`config.mk`:
```
export PLATFORM = sky130hd
export DESIGN_NAME = fifo_rd_serializer
export DESIGN_NICKNAME = d
export VERILOG_FILES = /design/src/rtl/fifo_rd_pkg.sv /design/src/rtl/fifo_rd_wordbuf.sv /design/src/rtl/fifo_rd_serializer.sv
export SDC_FILE = /design/constraint.sdc
export NUM_CORES = 1
export LEC_CHECK = 0
export BUFFER_PORTS_ARGS = -buffer_cell sky130_fd_sc_hd__buf_4
export CORE_UTILIZATION = 58
export CTS_CLUSTER_SIZE = 16
export DETAILED_ROUTE_END_ITERATION = 7
export PLACE_DENSITY_LB_ADDON = 0.1
export RECOVER_POWER = 25
export SYNTH_ARGS = -nofsm -noshare
export SYNTH_HDL_FRONTEND = slang
export SYNTH_SLANG_ARGS = --single-unit
```
`constraint.sdc`:
```
create_clock -name clk -period 2.2 [get_ports clk]
set_clock_uncertainty 0.1 [all_clocks]
set_input_delay 0.44 -clock clk [delete_from_list [all_inputs] [get_ports clk]]
set_output_delay 0.44 -clock clk [all_outputs]
set_load 0.05 [all_outputs]
```
`src/rtl/fifo_rd_pkg.sv`:
```
// ============================================================================
// Module : fifo_rd_pkg
// Brief  : Shared widths and types for the FIFO read-side word serializer.
// Rev    : 1.0  initial release
// ============================================================================
`default_nettype none

package fifo_rd_pkg;

  localparam int IN_W  = 128;
  localparam int OUT_W = 32;
  localparam int BEATS = IN_W / OUT_W;

  typedef logic [IN_W-1:0]            word_t;
  typedef logic [OUT_W-1:0]           beat_t;
  typedef logic [$clog2(BEATS)-1:0]   beat_idx_t;
  typedef logic [1:0]                 occ_t;

endpackage

`default_nettype wire

```
`src/rtl/fifo_rd_wordbuf.sv`:
```
// ============================================================================
// Module : fifo_rd_wordbuf
// Brief  : Two-entry head/tail word buffer; push and pop may occur together.
// Rev    : 1.0  initial release
// ============================================================================
`default_nettype none

module fifo_rd_wordbuf
  import fifo_rd_pkg::*;
(
  input  logic  clk,
  input  logic  rstn,
  input  logic  i_push,
  input  word_t i_push_data,
  input  logic  i_pop,
  output word_t o_head,
  output occ_t  o_occ
);

  word_t r_head;
  word_t r_tail;
  occ_t  r_occ;

  // Pop is only ever requested with occ != 0 and push only with occ != 2
  // unless a pop happens in the same cycle.
  always_ff @(posedge clk) begin
    if (rstn) begin
      r_head <= '0;
      r_tail <= '0;
      r_occ  <= 2'd0;
    end else begin
      case ({i_push, i_pop})
        2'b10: begin
          if (r_occ == 2'd0) begin
            r_head <= i_push_data;
          end else begin
            r_tail <= i_push_data;
          end
          r_occ <= r_occ + 2'd1;
        end
        2'b01: begin
          r_head <= r_tail;
          r_occ  <= r_occ - 2'd1;
        end
        2'b11: begin
          if (r_occ == 2'd1) begin
            r_head <= i_push_data;
          end else begin
            r_head <= r_tail;
            r_tail <= i_push_data;
          end
        end
        default: begin
        end
      endcase
    end
  end

  assign o_head = r_head;
  assign o_occ  = r_occ;

endmodule

`default_nettype wire

```
`src/rtl/fifo_rd_serializer.sv`:
```
// ============================================================================
// Module : fifo_rd_serializer
// Brief  : Drains 128-bit FIFO words and re-emits them as narrow stream beats.
// Rev    : 1.0  initial release
// ============================================================================
`default_nettype none

module fifo_rd_serializer
  import fifo_rd_pkg::*;
(
  input  logic        clk,
  input  logic        rstn,
  output logic        fifo_rden,
  input  word_t       fifo_rddata,
  input  logic        fifo_empty,
  input  logic        fifo_alm_empty,
  output logic        o_valid,
  output beat_t       o_data,
  output logic        o_last,
  input  logic        i_ready,
  output logic        o_busy
);

  if ((IN_W % OUT_W) != 0) begin : g_chk_ratio
    $error("fifo_rd_serializer: IN_W must be a multiple of OUT_W");
  end
  if (BEATS < 2) begin : g_chk_beats
    $error("fifo_rd_serializer: BEATS must be at least 2");
  end

  logic      r_inflight;
  beat_idx_t r_beat_idx;
  word_t     w_head;
  occ_t      w_occ;
  occ_t      w_pending;
  logic      w_xfer;
  logic      w_pop;

  fifo_rd_wordbuf u_wordbuf (
    .clk         (clk),
    .rstn        (rstn),
    .i_push      (r_inflight),
    .i_push_data (fifo_rddata),
    .i_pop       (w_pop),
    .o_head      (w_head),
    .o_occ       (w_occ)
  );

  // Held words plus the outstanding read never exceed two; the almost-empty
  // term stops a second read racing the last word out of the FIFO.
  assign w_pending = w_occ + {1'b0, r_inflight};
  assign fifo_rden = !rstn && !fifo_empty && (w_pending < 2'd2)
                     && (!r_inflight || !fifo_alm_empty);

  assign o_valid = (w_occ != 2'd0);
  assign o_data  = w_head[r_beat_idx*OUT_W +: OUT_W];
  assign o_last  = o_valid && (r_beat_idx == beat_idx_t'(BEATS-1));
  assign o_busy  = o_valid || r_inflight;

  assign w_xfer = o_valid && i_ready;
  assign w_pop  = w_xfer && o_last;

  always_ff @(posedge clk) begin
    if (rstn) begin
      r_inflight <= 1'b0;
      r_beat_idx <= '0;
    end else begin
      r_inflight <= fifo_rden;
      if (w_xfer) begin
        r_beat_idx <= o_last ? '0 : beat_idx_t'(r_beat_idx + 1'b1);
      end
    end
  end

endmodule

`default_nettype wire

```
# Word level (Yosys, flattened, before mapping)
# Index checks and enable logic that the tools add are counted.
op_classes:
  addsub: 4
  reduce_logical: 19
  magnitude_cmp: 1
  shift: 1
  eq_ne: 8
  muxes: 8
ops:
  columns: ["op", "n"]
  rows:
  - ["128-bit two-way mux", 4]
  - ["128-bit one-hot mux with 3 select lines", 1]
  - ["128-bit one-hot mux with 2 select lines", 1]
  - ["128-bit by 8-bit indexed part select with 32-bit output", 1]
  - ["2-bit == test (second input constant)", 3]
  - ["1-bit logical AND", 6]
  - ["2-bit nonzero test", 3]
  - ["2-bit by 1-bit adder with 2-bit output (second input constant)", 2]
  - ["2-bit by 1-bit == test with 1-bit output (second input constant)", 2]
  - ["1-bit logical NOT", 4]
  - ["2-bit != test (second input constant)", 2]
  - ["2-bit one-hot mux with 2 select lines", 1]
  - ["3-bit AND reduction", 1]
  - ["3-bit nonzero test", 1]
  - ["2-bit by 1-bit adder with 2-bit output", 1]
  - ["2-bit logical NOT", 1]
  - ["1-bit logical OR", 2]
  - ["2-bit less-than comparator (second input constant)", 1]
  - ["2-bit two-way mux", 1]
  - ["2-bit by 1-bit != test with 1-bit output (second input constant)", 1]
  - ["2-bit AND reduction", 1]
  - ["2-bit by 1-bit subtractor with 2-bit output (second input constant)", 1]
word_totals:
  word_cells: 46
  out_inout_bits: 36
  regBits: 261
  inputBits: 133

# Longest topological paths before layout
# Gate-level depths: netlist of the first run.
depth:
  depth_word: 6
  depth_mapped: 8
  depth_no_buf: 5

# Modules after synthesis
# A second synthesis of the first run with hierarchy kept.
unflattened:
  hier_cells: 1425
  area_unflattened_um2: 12891.1
modules_own_cells:
  columns: ["mod", "n_inst", "area_each_um2", "cells_per_inst", "seq_area_each_um2"]
  rows:
  - ["fifo_rd_wordbuf", 1, 11900.2, 1365, 5165.0]
  - ["fifo_rd_serializer", 1, 991.0, 60, 60.1]

# Worst setup path before layout of the first run
# No wires, ideal clock.
synth_path:
  kind: "input -> output"
  from: "input rstn"
  to: "output fifo_rden"
  stages: 3
  required_time_ps: 1660
  slack_ps: -258
  arrival_ps: 1918
  cell_sequence: "clkbuf_1 > clkbuf_1 > nor3_1"
synth_via:
  elab_chain_len: 4
synth_lines:
  columns: ["element", "line", "source"]
  rows:
  - ["from (decl)", "fifo_rd_serializer.sv:12", "input logic rstn,"]
  - ["1-bit logical NOT", "fifo_rd_serializer.sv:52", "assign fifo_rden = !rstn && !fifo_empty && (w_pending < 2'd2)"]
  - ["1-bit logical AND (2 in series)", "fifo_rd_serializer.sv:52", null]
  - ["1-bit logical AND", "fifo_rd_serializer.sv:53", "&& (!r_inflight || !fifo_alm_empty);"]
  - ["to (decl)", "fifo_rd_serializer.sv:13", "output logic fifo_rden,"]
# Every way passes these cells.

# Worst setup path in the final report of the first run
layout_path:
  from: "register r_beat_idx[0]"
  to: "output o_data[23]"
layout_via:
  elab_chain_len: 1
layout_lines:
  columns: ["element", "line", "source"]
  rows:
  - ["from (decl)", "fifo_rd_serializer.sv:32", "beat_idx_t r_beat_idx;"]
  - ["from (signal assigned)", "fifo_rd_serializer.sv:70", "r_beat_idx <= o_last ? '0 : beat_idx_t'(r_beat_idx + 1'b1);"]
  - ["128-bit by 8-bit indexed part select with 32-bit output", "fifo_rd_serializer.sv:56", "assign o_data = w_head[r_beat_idx*OUT_W +: OUT_W];"]
  - ["to (decl)", "fifo_rd_serializer.sv:18", "output beat_t o_data,"]
# Every way passes these cells.

==> flow_metrics.py, run 1 <==
metrics = {
    "clocking": {
        "cts_tree": "built",
        "ctsLongestPathBuffers": 3,
        "clk_latency_ps": 560,
        "cts_buffers": 28,
        "path_clk_slew_ps": 70,
        "cts_setup_buffers": 0,
        "cts_sinks": 261,
        "cts_max_level": 1,
        "root_buffer": "clkbuf_16",
    },
    "synth": {
        "synth_edf_count": 0,
        "synth_ff_type": "dfxtp_1",
        "yosysWarnings": 0,
        "synth_common_cells": "dfxtp_1 (261), nand3_1 (255), o21ai_0 (253)",
        "synth_area_leader_cell": "dfxtp_1",
        "yosysMostFrequentCell": "dfxtp_1",
        "ys_seq_elements": 261,
        "synth_cell_type_count": 32,
        "syn_area_sq_um": 12690,
        "async_flop_share": 0,
        "synthCells": 1421,
        "yosysTopAreaCellShare": 0.4116,
        "syn-num-nets": 1558,
        "seq_area_frac_synth": 0.4116,
        "synthTopCellsByArea": "dfxtp_1 (41%), a311oi_2 (12%), nand3_1 (10%), o21ai_0 (10%), mux4_2 (5.7%)",
        "syn_area_per_cell_sq_um": 8.933,
    },
    "floorplanning": {
        "dieArea_sq_um": 22480,
        "core_sq_um": 21220,
        "fp.dieH_um": 149.9,
        "start_util": 0.5982,
        "die_w_um": 149.9,
        "ios": 169,
        "rows": 53,
    },
    "critical_path": {
        "cp_max_fo": 14,
        "cp.arrival_ps": 1930,
        "slowest_stage": "mux4_2",
        "reg2reg_from": "u_wordbuf.o_occ[0]$_SDFFE_PP0P_",
        "cpPeakStageDelay_ps": 580,
        "reg2reg_depth": 7,
        "crit_path_end_kind": "primary output",
        "crit_required_ps": 1660,
        "worstSetupPathType": "flop to primary output",
        "cp_cell_sequence": "buf_12 > mux4_2 > buf_6",
        "cp-startpoint": "r_beat_idx[0]$_SDFFE_PP0P_",
        "startpoint_type": "flop",
    },
    "timing": {
        "finalSetupTns_ps": -7965,
        "hold_ws_ps": 48.91,
        "tightest_slew_ps": 720.6,
        "slew_viol_final": 0,
        "setup_ws_ps": -266.9,
        "relSlewSlack": 0.5196,
        "fmaxAchievable_ghz": 0.4054,
        "finalCritPeriodShare": 1.121,
        "finalHoldViolations": 0,
        "setup_viol": 48,
        "rsz0062_at_grt": "true",
        "finalCriticalPeriod_ps": 2467,
    },
    "grt": {
        "grt_use_total": 0.3955,
        "overflow": 0,
        "grt_pass1_vias": 11640,
        "grt_max_degree": 101,
        "grt_antenna_before_repair": 2,
        "grt_pass1_wl_um": 68760,
    },
    "final_layout": {
        "drive_above_1_share": 0.2789,
        "layout.nets": 1623,
        "utilization": 0.7245,
        "design_area_sq_um": 15370,
        "area_growth_pct": 21.11,
        "nFillCells": 1590,
        "instances_no_fill": 1782,
    },
    "drt": {
        "drcViolationCount": 0,
        "postRouteAntennaNets": 0,
        "finalWirelength_um": 44690,
        "post_drt_wl_per_cell_um": 25.08,
        "viasPerCell": 7.058,
        "vias": 12580,
        "drt-initial-drc-count": 1531,
        "dr.pass1.iters": 8,
    },
    "min_path": {
        "worstHoldStart": "fifo_rddata[51]",
        "hold_path_class": "primary input to flop",
        "hold_depth": 3,
    },
    "place": {
        "gp_congestion": 0.8909,
        "dp.cells": 1729,
        "dpl_cell_area_sq_um": 14290,
        "dp_hpwl_um": 28170,
        "io_buffer_count": 168,
    },
    "pwr": {
        "irDropWorstVdd_v": 0.0005465,
        "p_per_area_nw_per_um2": 777.7,
        "p_leak_nw": 5.015,
    },
    "run_status": {
        "violations": "negative setup slack",
        "outcome": "finished with violations",
    },
    "run": {
        "maxCapViolations": 0,
    },
}
==> flip-flops by register name, indices dropped and copies added, names as in the netlist <==
name	count
r_beat_idx	2
r_inflight	1
u_wordbuf.o_head	128
u_wordbuf.o_occ	2
u_wordbuf.r_tail	128
==> power by group <==
| group | internal [mW] | switching (mW) |
|---|---|---|
| logic | 0.803 | 1.07 |
| clock network | 2.84 | 1.99 |
| registers | 4.98 | 0.269 |
==> stage by stage <==
step,setup WS (ps),power [mW]
5_1_grt,-283.4,12.28
3_3_place_gp,165.8,7.094
3_5_place_dp,77.22,7.128
6_report,-266.9,11.96
2_1_floorplan,5.275,6.380
4_1_cts,-267.2,11.92
==> cell type report <==
cell class                 count  area, sq um  share of cell area
antenna                        1        2.502           0.0001628
clock buffer                  41        829.5             0.05396
clock inverter                 9        112.6            0.007325
inverter                       3        11.26           0.0007325
multi-input combinational    964         6633              0.4314
sequential                   261         5235              0.3405
tap                          275        344.1             0.02238
timing repair buffer         228         2206              0.1435
==> critical path, delay by kind of cell, from the launching register on <==
family / cells / cell delay [ps]
buf+inv: 2 / 370
flops: 1 / 420
mux: 1 / 580
==> path summary, 6_finish.rpt <==
check / to / slack (ps)
hold reg to reg: u_wordbuf.r_tail[93]$_SDFFE_PP0P_ / 370
setup reg to reg: u_wordbuf.o_head[74]$_SDFFE_PP0P_ / -50
setup / recovery: o_data[23] / -270
hold / removal: u_wordbuf.r_tail[51]$_SDFFE_PP0P_ / 50
==> per-layer routing <==
metal  GRT usage  part of all wire  wire [um]
met1      0.5476              0.39      17630
met2      0.5956              0.45      20170
met3     0.07195              0.10       4586
met4      0.1854             0.052       2307
met5           0                 0          0
==> timing repair <==
action | in CTS | in global routing
resized for setup | 40 | 7
cloned | 1 | 0
hold buffers | 1 | 0
endpoints found under the hold margin | 1 | 0
setup endpoints to repair | 35 | 87
==> kinds of logic (layout without fill, tap and decap cells) <==
| group | after synthesis | after routing | synth area share |
|---|---|---|---|
| AOI/OAI and AO/OA | 516 | 516 | 0.2912 |
| DFF | 261 | 261 | 0.4116 |
| adders and majority gates | 4 | 4 | 0.003943 |
| xor gates and xnor gates | 1 | 1 | 0.0006901 |
| and+or+nand+nor | 408 | 408 | 0.1637 |
| other | 0 | 1 | 0 |
| buffers and inverters | 196 | 281 | 0.06959 |
| muxes | 35 | 35 | 0.05924 |
==> placed cells by master, fill, tap and decap left out, types with 2 or more instances in the layout <==
cell / netlist / layout
a21oi_1: 131 / 130
a311oi_1: 27 / 27
a311oi_2: 100 / 100
and2_4: 0 / 2
buf_12: 0 / 25
buf_4: 1 / 159
buf_6: 14 / 36
buf_8: 0 / 4
bufinv_16: 0 / 2
clkbuf_1: 141 / 6
clkbuf_16: 0 / 28
clkbuf_8: 0 / 8
clkinv_2: 0 / 4
dfxtp_1: 261 / 257
dfxtp_2: 0 / 2
dfxtp_4: 0 / 2
ha_1: 4 / 4
inv_1: 3 / 2
mux2i_1: 2 / 2
mux4_2: 32 / 32
nand2b_1: 4 / 3
nand3_1: 255 / 255
nor2_1: 4 / 4
nor2b_4: 0 / 2
nor3_1: 131 / 130
o21ai_0: 253 / 255
Note: power is estimated with default switching activity, not from simulation.
==> inputs of run 2 (changes only) <==
--- a/config.mk
+++ b/config.mk
@@ -9,6 +9,7 @@
 export CORE_UTILIZATION = 58
 export CTS_CLUSTER_SIZE = 16
 export DETAILED_ROUTE_END_ITERATION = 7
+export MAX_ROUTING_LAYER = met4
 export PLACE_DENSITY_LB_ADDON = 0.1
 export RECOVER_POWER = 25
 export SYNTH_ARGS = -nofsm -noshare
==> run 2 against run 1 <==
The flow still finishes with violations (negative setup slack). Cell count unchanged. Global-route usage increased by 1.1 points. Critical endpoint unchanged. Count of clock-buffer cells in the layout unchanged. Core utilization about the same. Final area about the same. Die area unchanged. Power about the same. Critical path depth unchanged. Register-to-register slack improved by 80 ps. Maximum frequency about the same. Clock power about the same.
==> flow_metrics.py, run 2 (same netlist as run 1, synthesis figures left out) <==
metrics = {
    "run_status": {
        "outcome": "finished with violations",
        "violations": "negative setup slack",
    },
    "timing": {
        "finalSetupTns_ps": -7699,
        "relSlewSlack": 0.5285,
        "hold_ws_ps": 48.18,
        "finalCriticalPeriod_ps": 2468,
        "fmaxAchievable_ghz": 0.4052,
        "setup_viol": 35,
        "setup_ws_ps": -267.8,
        "finalCritPeriodShare": 1.122,
        "rsz0062_at_grt": "true",
        "slew_viol_final": 0,
        "finalHoldViolations": 0,
        "tightest_slew_ps": 707.3,
    },
    "critical_path": {
        "cp.arrival_ps": 1930,
        "crit_path_end_kind": "primary output",
        "cp_max_fo": 14,
        "crit_family": "multiplexers",
        "worstSetupPathType": "flop to primary output",
        "reg2reg_depth": 7,
        "startpoint_type": "flop",
        "path_buf_inv": 2,
        "cp_num_cells": 3,
        "cpPeakStageDelay_ps": 580,
        "crit_required_ps": 1660,
        "slowest_stage": "mux4_2",
        "cp_cell_sequence": "buf_12 > mux4_2 > buf_6",
    },
    "clocking": {
        "ctsLongestPathBuffers": 3,
        "cts_max_level": 1,
        "cts_tree": "built",
        "path_clk_slew_ps": 70,
        "cts_setup_buffers": 0,
        "clk_latency_ps": 560,
        "root_buffer": "clkbuf_16",
        "cts_buffers": 28,
        "cts_sinks": 261,
    },
    "drt": {
        "finalWirelength_um": 44650,
        "dr.pass1.iters": 6,
        "drcViolationCount": 0,
        "vias": 12580,
        "viasPerCell": 7.059,
        "drt-initial-drc-count": 1494,
        "postRouteAntennaNets": 0,
        "post_drt_wl_per_cell_um": 25.06,
    },
    "place": {
        "dpl_cell_area_sq_um": 14290,
        "dp_hpwl_um": 28170,
        "io_buffer_count": 168,
        "gp_congestion": 0.9059,
        "dp_slack_ps": 77.22,
    },
    "pwr": {
        "p_leak_nw": 5.010,
        "p_sw_frac": 0.2777,
        "seqPwrFrac": 0.440,
        "power_frac_clock": 0.403,
        "p_int_mw": 8.631,
        "p_per_area_nw_per_um2": 777.2,
        "pwr-share-comb": 0.157,
        "power_switching_mw": 3.319,
        "irDropWorstVdd_v": 0.0005460,
        "power_mw": 11.95,
    },
    "run": {
        "maxCapViolations": 0,
    },
    "grt": {
        "grt_pass1_wl_um": 68660,
        "grt_pass1_vias": 11620,
        "grt_max_degree": 101,
        "overflow": 0,
        "grt_use_total": 0.4070,
        "grt_antenna_before_repair": 2,
    },
    "final_layout": {
        "nFillCells": 1587,
        "area_growth_pct": 21.14,
        "layout.cells.most_common": "dfxtp_1",
        "design_area_sq_um": 15380,
        "drive_above_1_share": 0.2795,
        "final_cell_mix": "dfxtp_1 (257), o21ai_0 (255), nand3_1 (255), buf_4 (159)",
        "layout.nets": 1623,
    },
    "floorplanning": {
        "rows": 53,
        "die_w_um": 149.9,
        "start_util": 0.5982,
        "core_sq_um": 21220,
        "ios": 169,
        "dieArea_sq_um": 22480,
        "fp.dieH_um": 149.9,
    },
    "min_path": {
        "hold_path_class": "primary input to flop",
        "hold_depth": 3,
    },
}
[run 2: final timing paths]
path                                     startpoint                           endpoint  slack (ps)
hold / removal                      fifo_rddata[51]  u_wordbuf.r_tail[51]$_SDFFE_PP0P_          50
setup / recovery         r_beat_idx[0]$_SDFFE_PP0P_                         o_data[23]        -270
hold reg to reg   u_wordbuf.r_tail[55]$_SDFFE_PP0P_  u_wordbuf.r_tail[55]$_SDFFE_PP0P_         370
setup reg to reg    u_wordbuf.o_occ[0]$_SDFFE_PP0P_  u_wordbuf.r_tail[12]$_SDFFE_PP0P_          30
[run 2: final cells by class]
| class | count | area (sq um) | share of cell area |
|---|---|---|---|
| clock buffer | 41 | 829.5 | 0.05395 |
| timing repair buffer | 228 | 2206 | 0.1435 |
| multi-input combinational | 964 | 6636 | 0.4316 |
| sequential | 261 | 5235 | 0.3404 |
| clock inverter | 9 | 112.6 | 0.007323 |
| antenna | 1 | 2.502 | 0.0001627 |
| tap | 275 | 344.1 | 0.02238 |
| inverter | 3 | 11.26 | 0.0007323 |
[run 2: what timing repair did]
action                                  in CTS  in global routing
endpoints found under the setup margin      35                 91
gates cloned                                 1                  0
hold buffers                                 1                  0
gates resized for setup                     40                  7
hold endpoints to repair                     1                  0
[run 2: layer usage]
layer,up-vias,track usage,share of wire
met5,-,-,0
met4,0,0.1899,0.049
met3,127,0.06707,0.11
met2,779,0.5935,0.45
met1,6143,0.5497,0.39
li1,5530,-,-
[run 2: worst register-to-register path: cells and delay by family (launching register included)]
family	cells	cell delay, ps
fa+ha+maj	1	240
compound gates	2	350
simple gates	1	370
flops	1	370
buf+inv	3	670
[run 2: power groups by stage]
stage / Sequential (mW) / Combinational (mW) / Clock (mW)
after floorplan: 5.17 / 1.21 / 0
after CTS: 5.23 / 1.86 / 4.83
after global placement: 5.32 / 1.77 / 0
final: 5.25 / 1.88 / 4.82
after global routing: 5.25 / 1.98 / 5.04
after detailed placement: 5.33 / 1.80 / 0
[run 2: stage by stage]
step | utilization | std cells
after global placement | 0.6734 | 1729
after floorplan | - | 1421
after detailed placement | 0.6734 | 1729
after global routing | 0.7246 | 1782
final | 0.7246 | 1782
after CTS | 0.7262 | 1781
